### config.mk
export PLATFORM = sky130hd
export DESIGN_NAME = seq_multiplier
export DESIGN_NICKNAME = d
export VERILOG_FILES = /design/src/rtl/seq_mul_pkg.sv /design/src/rtl/seq_multiplier.sv
export SDC_FILE = /design/constraint.sdc
export NUM_CORES = 1
export LEC_CHECK = 0
export BUFFER_PORTS_ARGS = -buffer_cell sky130_fd_sc_hd__buf_2
export CORE_MARGIN = 1.5
export CORE_UTILIZATION = 40
export DETAILED_ROUTE_END_ITERATION = 8
export GPL_ROUTABILITY_DRIVEN = 0
export GPL_TIMING_DRIVEN = 0
export SYNTH_ARGS = -nofsm -noshare
export SYNTH_HDL_FRONTEND = slang
export SYNTH_SLANG_ARGS = --single-unit
### constraint.sdc
create_clock -name clk -period 4.55 [get_ports clk]
set_input_delay 1.365 -clock clk [delete_from_list [all_inputs] [get_ports clk]]
set_output_delay 1.365 -clock clk [all_outputs]
set_load 0.005 [all_outputs]
### src/rtl/seq_mul_pkg.sv
// Shared constants for the sequential multiplier: register offsets, the fixed
// iteration count, and a two's-complement magnitude helper.
package seq_mul_pkg;

  localparam logic [7:0] ADDR_INFO   = 8'h00;
  localparam logic [7:0] ADDR_MUL_A  = 8'h04;
  localparam logic [7:0] ADDR_MUL_B  = 8'h08;
  localparam logic [7:0] ADDR_RES_HI = 8'h0C;
  localparam logic [7:0] ADDR_RES_LO = 8'h10;
  localparam logic [7:0] ADDR_CTRL   = 8'h14;

  // One multiplier bit is consumed per busy cycle.
  localparam int              MUL_CYCLES = 32;
  localparam int              CNT_W      = 6;
  localparam logic [CNT_W-1:0] CNT_LOAD  = CNT_W'(MUL_CYCLES);

  // Magnitude of a two's-complement word. 0x80000000 maps to itself, which is
  // the correct unsigned magnitude.
  function automatic logic [31:0] abs32(input logic [31:0] v);
    return v[31] ? (~v + 32'd1) : v;
  endfunction

endpackage

### src/rtl/seq_multiplier.sv
// Register-mapped 32x32 -> 64 radix-2 shift-add multiplier.
// A write to MUL_B starts a 32-cycle operation; results land in RES_HI/RES_LO.
// Optional feature: define SEQ_MUL_SIGNED_EN to add the CTRL register
// (bit0 = signed mode, sampled when MUL_B is written).
module seq_multiplier
  import seq_mul_pkg::*;
(
  input  logic        clk,
  input  logic        rst,
  input  logic [7:0]  address,
  input  logic [31:0] write_data,
  output logic [31:0] read_data,
  input  logic        we,
  input  logic        re
);

  // Reads are side-effect free, so the read strobe carries no information.
  logic unused_re;
  assign unused_re = re;

  logic [31:0]      mul_a;
  logic [31:0]      mul_b;
  logic [31:0]      res_hi;
  logic [31:0]      res_lo;
  logic             busy;
  logic [63:0]      work_a;   // multiplicand, shifted left each step
  logic [31:0]      work_b;   // multiplier, shifted right each step
  logic [63:0]      acc;
  logic [CNT_W-1:0] count;

  logic             wr_a;
  logic             wr_b;
  logic [31:0]      op_a;
  logic [31:0]      op_b;
  logic [63:0]      acc_next;
  logic [63:0]      product;
  logic             last_step;

  assign wr_a      = we && (address == ADDR_MUL_A);
  assign wr_b      = we && (address == ADDR_MUL_B);
  assign acc_next  = acc + (work_b[0] ? work_a : 64'd0);
  assign last_step = busy && (count == 1);

`ifdef SEQ_MUL_SIGNED_EN
  logic ctrl_signed;
  logic neg;
  logic wr_ctrl;

  assign wr_ctrl = we && (address == ADDR_CTRL);
  // In signed mode the loop works on magnitudes; the sign is fixed up at the end.
  assign op_a    = ctrl_signed ? abs32(mul_a) : mul_a;
  assign op_b    = ctrl_signed ? abs32(write_data) : write_data;
  assign product = neg ? (64'd0 - acc_next) : acc_next;
`else
  assign op_a    = mul_a;
  assign op_b    = write_data;
  assign product = acc_next;
`endif

  // Register file, operation start/abort, and one shift-add step per busy cycle.
  // NOTE: state is updated with non-blocking assignments so every register sees
  // the pre-edge values of the others, exactly like the flops they become.
  always_ff @(posedge clk) begin
    if (rst) begin
      mul_a  <= '0;
      mul_b  <= '0;
      res_hi <= '0;
      res_lo <= '0;
      busy   <= 1'b0;
      work_a <= '0;
      work_b <= '0;
      acc    <= '0;
      count  <= '0;
`ifdef SEQ_MUL_SIGNED_EN
      ctrl_signed <= 1'b0;
      neg         <= 1'b0;
`endif
    end else begin
      if (wr_a) mul_a <= write_data;
`ifdef SEQ_MUL_SIGNED_EN
      if (wr_ctrl) ctrl_signed <= write_data[0];
`endif
      // A MUL_B write wins over a completing operation: restart, no result.
      if (wr_b) begin
        mul_b  <= write_data;
        work_a <= {32'd0, op_a};
        work_b <= op_b;
        acc    <= '0;
        count  <= CNT_LOAD;
        busy   <= 1'b1;
`ifdef SEQ_MUL_SIGNED_EN
        neg    <= ctrl_signed && (mul_a[31] ^ write_data[31]);
`endif
      end else if (busy) begin
        acc    <= acc_next;
        work_a <= work_a << 1;
        work_b <= work_b >> 1;
        count  <= count - 1'b1;
        if (last_step) begin
          busy   <= 1'b0;
          res_hi <= product[63:32];
          res_lo <= product[31:0];
        end
      end
    end
  end

  // Combinational read mux; unmapped offsets read as zero.
  // NOTE: read_data gets a default before the case so no path leaves it
  // unassigned, which would otherwise infer a latch.
  always_comb begin
    read_data = '0;
    case (address)
      ADDR_INFO:   read_data = {31'd0, ~busy};
      ADDR_MUL_A:  read_data = mul_a;
      ADDR_MUL_B:  read_data = mul_b;
      ADDR_RES_HI: read_data = res_hi;
      ADDR_RES_LO: read_data = res_lo;
`ifdef SEQ_MUL_SIGNED_EN
      ADDR_CTRL:   read_data = {31'd0, ctrl_signed};
`endif
      default:     read_data = '0;
    endcase
  end

endmodule
==> results of run 1 <==
-- synth_stat cells, types with 4 or more instances --
library cell and number:
a211oi_1 39, o21bai_1 18, o22ai_1 6, a21oi_2 5, nor3_1 36, a21o_1 40, xor2_1 22, inv_1 23
buf_1 13, a311o_1 5, o21ai_1 9, a22oi_1 31, xnor2_1 28, mux2_2 33, ha_1 65, a31oi_1 15
clkbuf_1 120, a31o_2 4, nor2b_1 5, nand2_1 322, a21oi_1 233, o211ai_1 6, and2_1 73, or3_1 9
o21a_1 11, o21ai_0 82, nand3_1 58, mux2i_1 138, and3_1 15, nor2_1 154, buf_2 9, a21boi_0 4
dfxtp_1 295, nand4_1 23
-- sequential cells by signal, summed over array words and instances (netlist names) --
signal and flops:
acc 64, busy 1, count 6, mul_a 32
mul_b 32, res_hi 32, res_lo 32, work_a 64
work_b 32
-- worst reg2reg max path, delay by kind of cell, from the launching register on --
kind	cells	cell delay, ns
AO/OA/AOI/OAI	7	1.99
adder cells (fa/ha/maj)	2	0.71
AND/OR/NAND/NOR	2	0.47
flip-flops	1	0.46
multiplexers	1	0.38
buffers and inverters	1	0.31
-- report_power, final --
group	switching [W]	leakage (nW)	internal (W)
registers	0.00000178	2.38	0.00258
logic	0.0000977	4.04	0.0000331
clock network	0.00115	0.566	0.00170
total	0.00125	6.98	0.00432
-- final cells by class --
class	count	share of cell area, %
timing repair buffer	73	1.97
buffer	142	3.04
clock buffer	49	5.39
inverter	23	0.466
sequential	295	31.9
multi-input combinational	1558	52.9
tap	525	3.54
clock inverter	11	0.837
-- per-layer routing --
| layer | vias to the layer above | wire [µm] | part of all wire, % |
|---|---|---|---|
| li1 | 7387 | - | - |
| met1 | 7315 | 23300 | 42 |
| met2 | 556 | 25400 | 46 |
| met3 | 138 | 4560 | 8.2 |
| met4 | 2 | 2230 | 4.0 |
| met5 | - | 13 | 0.023 |
-- cell families after synthesis --
| group | after synthesis | synth area share [%] |
|---|---|---|
| xor gates and xnor gates | 50 | 2.68 |
| adders and majority gates | 66 | 5.11 |
| muxes | 174 | 11.0 |
| AOI/OAI and AO/OA | 546 | 21.0 |
| buffers and inverters | 166 | 3.93 |
| and+or+nand+nor | 722 | 20.1 |
| DFF | 295 | 36.2 |
-- path summary, 6_finish.rpt --
check,end,slack [ns]
min,res_hi[30],0.45
min reg2reg,res_hi[30],0.45
max reg2reg,res_hi[22],0.15
max,read_data[2],-0.04
-- per-stage QoR --
step / area (µm²) / total power [W]
2_1_floorplan: 16300 / 0.00271
3_3_place_gp: 17300 / 0.00277
3_5_place_dp: 17300 / 0.00277
4_1_cts: 18500 / 0.00559
5_1_grt: 18500 / 0.00572
6_report: 18500 / 0.00557
==> flow_metrics.tcl, run 1 <==
set metrics [dict create \
    finalCriticalPeriod_ns 4.59 \
    synth_fp_nets 2129 \
    final-seq-area_um2 5910 \
    worstHoldStart "res_hi[30]" \
    diodes 0 \
    grt_max_degree 13 \
    die-area_um2 42000 \
    pin_count 76 \
    num_rows 73 \
    cts_tree "done" \
    grt_pass1_wl_mm 84.5 \
    dp_hpwl_mm 43.0 \
    grtUsageMet3_pct 6.28 \
    place_worst_setup_slack_ns -0.487 \
    root_buffer "clkbuf_16" \
    fin_nets 2237 \
    cts_setup_buffers 0 \
    async_flop_share_pct 0 \
    ctsResizeCount 12 \
    final_cell_mix "322 x nand2_1, 294 x dfxtp_1, 233 x a21oi_1" \
    avgSynthCellArea_um2 8.08 \
    wl_mm 55.5 \
    final_antenna_net_count 0 \
    core_area_um2 40000 \
    relSlewSlack_pct 19.8 \
    min_path_type "register to register" \
    synthDominantCellAreaShare_pct 36.2 \
    crit_buf_inv 3 \
    final_core_utilization_pct 46.3 \
    setup_ws_ns -0.0362 \
    violations "setup timing" \
    fill_cells 4074 \
    whs_ns 0.454 \
    cp-start-kind "input port" \
    clk_latency_ns 0.54 \
    ys_types 80 \
    cp_top_family "simple AND/OR/NAND/NOR gates" \
    syn_area_um2 16300 \
    finalHoldViolCount 0 \
    finalNonFillerCells 2676 \
    die_x_um 205 \
    cts.path.max_buffers 3 \
    start_util_pct 40.8 \
    first_global_vias 14900 \
    cts_made_buffers 34 \
    cp_max_fo 10 \
    layout-drive-gt1-share_pct 9.90 \
    overflow 0 \
    met1_usage_pct 32.8 \
    portBuffers 73 \
    crit_slowest_cell "o21ai_0" \
    rsz0062_at_grt "yes" \
    cp.arrival_ns 3.22 \
    cpPeakStageDelay_ns 0.49 \
    worst_pin_slew_ns 1.20 \
    timing.rr.start "work_b[0]" \
    cp.required_ns 3.18 \
    met2_usage_pct 42.9 \
    cts.clk_slew.worst_paths_ns 0.06 \
    fin_skew_ns 0.0185 \
    ys_warn_count 0 \
    cp.depth 8 \
    fmax_mhz 218 \
    postSynthCellCount 2019 \
    multiInputGateArea_um2 9810 \
    ys_seq_elements 295 \
    dp.cells 2617 \
    htreeDepth 2 \
    gr-usage-all-layers_pct 26.1 \
    ir_drop_uv 292 \
    antenna_found_initial 1 \
    fin_crit_sh_pct 101 \
    vias_per_cell 5.75 \
    finalSetupViolCount 1 \
    cap_violations 0 \
    crit_chain "buf_2, nor3_1, nand2_1, nor2_1, nand2_1, clkbuf_1, o21ai_0, buf_2" \
    top_usage_layer "met2" \
    synth_top_area_cell "dfxtp_1" \
    routedWlPerCell_um 20.7 \
    slew_violations 0 \
    cp-end-kind "output port" \
    vias 15400 \
    die_y_um 205 \
    mostFrequentLayoutCell "nand2_1" \
    powerDensity_nw_per_um2 300 \
    setup_tns_ns -0.0362 \
    clock-sinks 295 \
    crit_type "input port to output port" \
    synth_area_leaders "dfxtp_1 36%, mux2i_1 8.5%, nand2_1 7.4%" \
    drt_iter0_markers 1360 \
    dr.pass1.iters 5 \
    drc_errors 0 \
    hold_buffers 0 \
    ys_seq_area_share_pct 36.2 \
    synth_edf_count 0 \
    p_leak_nw 6.98 \
    whs_path_depth 2 \
    area_growth_pct 13.7 \
    setup.worst_path.start "address[5]" \
    ys.flop_type "dfxtp_1" \
    status "complete, but fails checks" \
    r2r.worst_path.cells 13 \
]
(Power assumes the default switching activity.)
==> run 2, diff against run 1 <==
--- a/config.mk
+++ b/config.mk
@@ -6,11 +6,14 @@
 export NUM_CORES = 1
 export LEC_CHECK = 0
 export BUFFER_PORTS_ARGS = -buffer_cell sky130_fd_sc_hd__buf_2
+export CELL_PAD_IN_SITES_DETAIL_PLACEMENT = 0
+export CELL_PAD_IN_SITES_GLOBAL_PLACEMENT = 2
 export CORE_MARGIN = 1.5
-export CORE_UTILIZATION = 40
+export CORE_UTILIZATION = 38
 export DETAILED_ROUTE_END_ITERATION = 8
 export GPL_ROUTABILITY_DRIVEN = 0
 export GPL_TIMING_DRIVEN = 0
+export PLACE_DENSITY_LB_ADDON = 0.1
 export SYNTH_ARGS = -nofsm -noshare
 export SYNTH_HDL_FRONTEND = slang
 export SYNTH_SLANG_ARGS = --single-unit
==> flow_metrics.tcl, run 2 (synthesis results as in run 1) <==
set metrics [dict create \
    drt_iter0_markers 907 \
    root_buffer "clkbuf_16" \
    crit_type "input port to output port" \
    finalHoldViolCount 0 \
    fin_crit_sh_pct 100 \
    cp-start-kind "input port" \
    cap_violations 0 \
    vias 14900 \
    fmax_mhz 219 \
    violations "setup timing" \
    die_x_um 210 \
    slew_violations 0 \
    cp_max_fo 10 \
    setup_ws_ns -0.00633 \
    clk_latency_ns 0.56 \
    fin_skew_ns 0.0202 \
    area_growth_pct 14.1 \
    htreeDepth 2 \
    cp.required_ns 3.18 \
    diodes 0 \
    dp.cells 2631 \
    worst_pin_slew_ns 1.05 \
    cts_made_buffers 36 \
    finalCriticalPeriod_ns 4.56 \
    status "complete, but fails checks" \
    finalNonFillerCells 2698 \
    cts.path.max_buffers 3 \
    clock-sinks 295 \
    p_total_w 0.00563 \
    vias_per_cell 5.53 \
    dr.pass1.iters 5 \
    layout-drive-gt1-share_pct 10.2 \
    pin_count 76 \
    dp_hpwl_mm 47.9 \
    core_area_um2 42100 \
    final_cell_mix "322 x nand2_1, 295 x dfxtp_1, 233 x a21oi_1" \
    routedWlPerCell_um 22.2 \
    fin_nets 2242 \
    relSlewSlack_pct 29.8 \
    rsz0062_at_grt "yes" \
    start_util_pct 38.7 \
    cp.arrival_ns 3.19 \
    cts.clk_slew.worst_paths_ns 0.06 \
    wl_mm 59.9 \
    antenna_found_initial 0 \
    first_global_vias 14800 \
    die_y_um 210 \
    setup.worst_path.start "address[5]" \
    largestRegisters "acc x64, work_a x64" \
    p_leak_nw 7.01 \
    powerDensity_nw_per_um2 303 \
    place_worst_setup_slack_ns -0.820 \
    gr-usage-all-layers_pct 26.9 \
    final_antenna_net_count 0 \
    grt_pass1_wl_mm 89.8 \
    cp-end-kind "output port" \
    overflow 0 \
    drc_errors 0 \
    mostFrequentLayoutCell "nand2_1" \
    timing.rr.start "work_b[0]" \
    finalSetupViolCount 1 \
    grt_max_degree 20 \
    worstHoldStart "res_lo[13]" \
    setup_tns_ns -0.00633 \
    num_rows 75 \
    ir_drop_uv 229 \
    die-area_um2 44200 \
    min_path_type "register to register" \
    cts_tree "done" \
    portBuffers 73 \
]
-- run 2: cell count changes in the layout (fill, tap and decap cells not counted), moves of 2 or more --
cell	previous run	this run
buf_4	0	3
clkbuf_1	115	117
clkbuf_16	35	37
clkbuf_2	9	11
clkinv_8	2	0
inv_6	0	2
o21ai_0	68	70
o21ai_1	20	17
-- run 2: power by group --
| group | switching, W | internal, W |
|---|---|---|
| clock network | 0.00119 | 0.00173 |
| registers | 0.00000172 | 0.00258 |
| logic | 0.0000985 | 0.0000333 |
-- run 2: worst max-delay path, stage by stage --
cell      delay (ns)
buf_2           0.09
nor3_1          0.17
nand2_1         0.18
nor2_1          0.25
nand2_1         0.21
clkbuf_1        0.32
o21ai_1         0.41
buf_2           0.19
-- run 2: per-stage QoR --
step / hold WS, ns / instance area (µm²) / util, %
2_1_floorplan: 0.430 / 16300 / -
3_3_place_gp: 0.447 / 17400 / 41.2
3_5_place_dp: 0.453 / 17400 / 41.2
4_1_cts: 0.461 / 18600 / 44.1
5_1_grt: 0.482 / 18600 / 44.2
6_report: 0.462 / 18600 / 44.2
-- run 2: cell type report --
cell class | count | area, µm²
plain buffers | 142 | 567
clock buffers | 54 | 1060
clock inverters | 11 | 115
fillers | 4387 | 23500
inverters | 23 | 86.3
multi-input cells | 1558 | 9820
flip-flops and latches | 295 | 5910
well taps | 539 | 674
repair buffers | 76 | 388
-- run 2: timing repair --
action                     4_1_cts  5_1_grt
gates cloned                     0        0
hold buffers                     0        0
resized for setup               22       14
pin swaps                        1        1
buffers inserted                 0        3
setup endpoints to repair       57       38
-- run 2: worst paths after layout --
kind                                     end  slack, ns  depth (start not counted)
worst min register to register    res_lo[13]       0.46                          2
worst max register to register       acc[60]       0.32                         14
worst max-delay path            read_data[2]     -0.006                          8
worst min-delay path              res_lo[13]       0.46                          2
-- run 2: layer usage --
metal	part of all wire, %	global-route usage (%)
met2	49	47.6
met1	44	33.0
met4	3.1	9.18
met5	0	0
met3	4.0	4.42
==> run 3, diff against run 2 <==
--- a/config.mk
+++ b/config.mk
@@ -9,7 +9,8 @@
 export CELL_PAD_IN_SITES_DETAIL_PLACEMENT = 0
 export CELL_PAD_IN_SITES_GLOBAL_PLACEMENT = 2
 export CORE_MARGIN = 1.5
-export CORE_UTILIZATION = 38
+export CORE_UTILIZATION = 39
+export CTS_BUF_LIST = sky130_fd_sc_hd__clkbuf_8
 export DETAILED_ROUTE_END_ITERATION = 8
 export GPL_ROUTABILITY_DRIVEN = 0
 export GPL_TIMING_DRIVEN = 0
==> flow_metrics.tcl, run 3 (synthesis results as in run 1) <==
set metrics [dict create \
    cp-end-kind "output port" \
    grt_max_degree 15 \
    crit_buf_inv 3 \
    status "complete, but fails checks" \
    clk_latency_ns 0.65 \
    cp_top_family "simple AND/OR/NAND/NOR gates" \
    hold_buffers 0 \
    crit_slowest_cell "o21ai_0" \
    cap_violations 0 \
    cp.required_ns 3.18 \
    powerDensity_nw_per_um2 286 \
    dr.pass1.iters 9 \
    vias 15100 \
    cpPeakStageDelay_ns 0.36 \
    fin_skew_ns 0.0206 \
    fmax_mhz 224 \
    p_leak_nw 7.06 \
    rsz0062_at_grt "no" \
    root_buffer "clkbuf_8" \
    antenna_found_initial 1 \
    area_growth_pct 13.6 \
    cts.clk_slew.worst_paths_ns 0.07 \
    slew_violations 0 \
    drc_errors 8 \
    finalNonFillerCells 2721 \
    crit_type "input port to output port" \
    min_path_type "register to register" \
    gr-usage-all-layers_pct 27.5 \
    die_y_um 208 \
    violations "DRC" \
    worst_pin_slew_ns 1.07 \
    cp.arrival_ns 3.10 \
    mostFrequentLayoutCell "nand2_1" \
    fin_crit_sh_pct 98.1 \
    die_x_um 208 \
    relSlewSlack_pct 28.5 \
    finalCriticalPeriod_ns 4.46 \
    cts_made_buffers 53 \
    portBuffers 73 \
    start_util_pct 39.8 \
    setup_ws_ns 0.0874 \
    fill_cells 4330 \
    dp_hpwl_mm 47.3 \
    layout-drive-gt1-share_pct 11.2 \
    htreeDepth 2 \
    crit_chain "buf_2, nor3_1, nand2_1, nor2_1, nand2_1, clkbuf_1, o21ai_0, buf_2" \
    cts.path.max_buffers 3 \
    fin_nets 2261 \
    clock-sinks 295 \
    grt_pass1_wl_mm 90.2 \
    cp-start-kind "input port" \
    diodes 0 \
    place_worst_setup_slack_ns -0.752 \
    finalHoldViolCount 0 \
    routedWlPerCell_um 22.0 \
    vias_per_cell 5.55 \
    wl_mm 59.9 \
    drt_iter0_markers 933 \
    whs_ns 0.461 \
    cts_tree "done" \
    ir_drop_uv 195 \
    overflow 0 \
    core_area_um2 41000 \
    cp_max_fo 10 \
    largestRegisters "acc x64, work_a x64" \
    final_cell_mix "322 x nand2_1, 295 x dfxtp_1, 231 x a21oi_1" \
    dp.cells 2624 \
    die-area_um2 43100 \
    finalSetupViolCount 0 \
    first_global_vias 15000 \
    final_antenna_net_count 0 \
    num_rows 74 \
    pin_count 76 \
]
==> run 3: cell types whose count changed in the layout (fill, tap and decap cells not counted), sizes merged <==
| cell | delta |
|---|---|
| buf | +1 |
| clkbuf | +15 |
| inv | +15 |
| bufinv | -1 |
==> run 3: final cells by class <==
class	count	area [µm²]	share of cell area (%)
clock inverter	25	141	0.763
timing repair buffer	77	395	2.13
clock buffer	68	936	5.05
sequential	295	5910	31.9
inverter	23	86.3	0.466
tap	532	666	3.59
buffer	143	576	3.10
multi-input combinational	1558	9830	53.0
==> run 3: worst paths after layout <==
path              start  slack, ns  cells after the start            end
min reg2reg  res_lo[15]       0.46                      2     res_lo[15]
max          address[5]       0.09                      8  read_data[13]
max reg2reg   work_b[0]       0.16                     14     res_hi[22]
min          res_lo[15]       0.46                      2     res_lo[15]
==> run 3: where the power goes <==
part	total [W]	switching (W)	leakage [nW]	internal [W]
Sequential	0.00259	0.00000174	2.37	0.00259
Clock	0.00259	0.00119	0.616	0.00139
Combinational	0.000132	0.0000989	4.07	0.0000334
Total	0.00531	0.00130	7.06	0.00401
==> run 3: stage by stage <==
step           instance area (µm²)  power (W)  util (%)  TNS, ns
3_5_place_dp                 17300    0.00277      42.3   -32.82
6_report                     18500    0.00531      45.2        0
3_3_place_gp                 17300    0.00277      42.3   -36.98
5_1_grt                      18500    0.00549      45.2        0
2_1_floorplan                16300    0.00271         -        0
4_1_cts                      18500    0.00537      45.1        0
==> run 3: timing repair <==
action,in CTS,in global routing
endpoints found under the setup margin,54,28
pin swaps,0,2
resized for setup,22,16
buffers inserted,2,2
hold endpoints to repair,0,0
==> run 3: metal layers <==
layer / share of wire [%] / track usage, % / vias up
met5: 0 / 0 / -
met3: 5.2 / 4.96 / 103
met1: 43 / 34.3 / 7183
li1: - / - / 7420
met2: 48 / 47.7 / 388
met4: 3.1 / 8.98 / 0
==> run 3: worst min-delay path, cell delays in order, from the launching register on <==
cell     delay, ns
dfxtp_1       0.31
nand2_1       0.05
a21oi_1       0.05
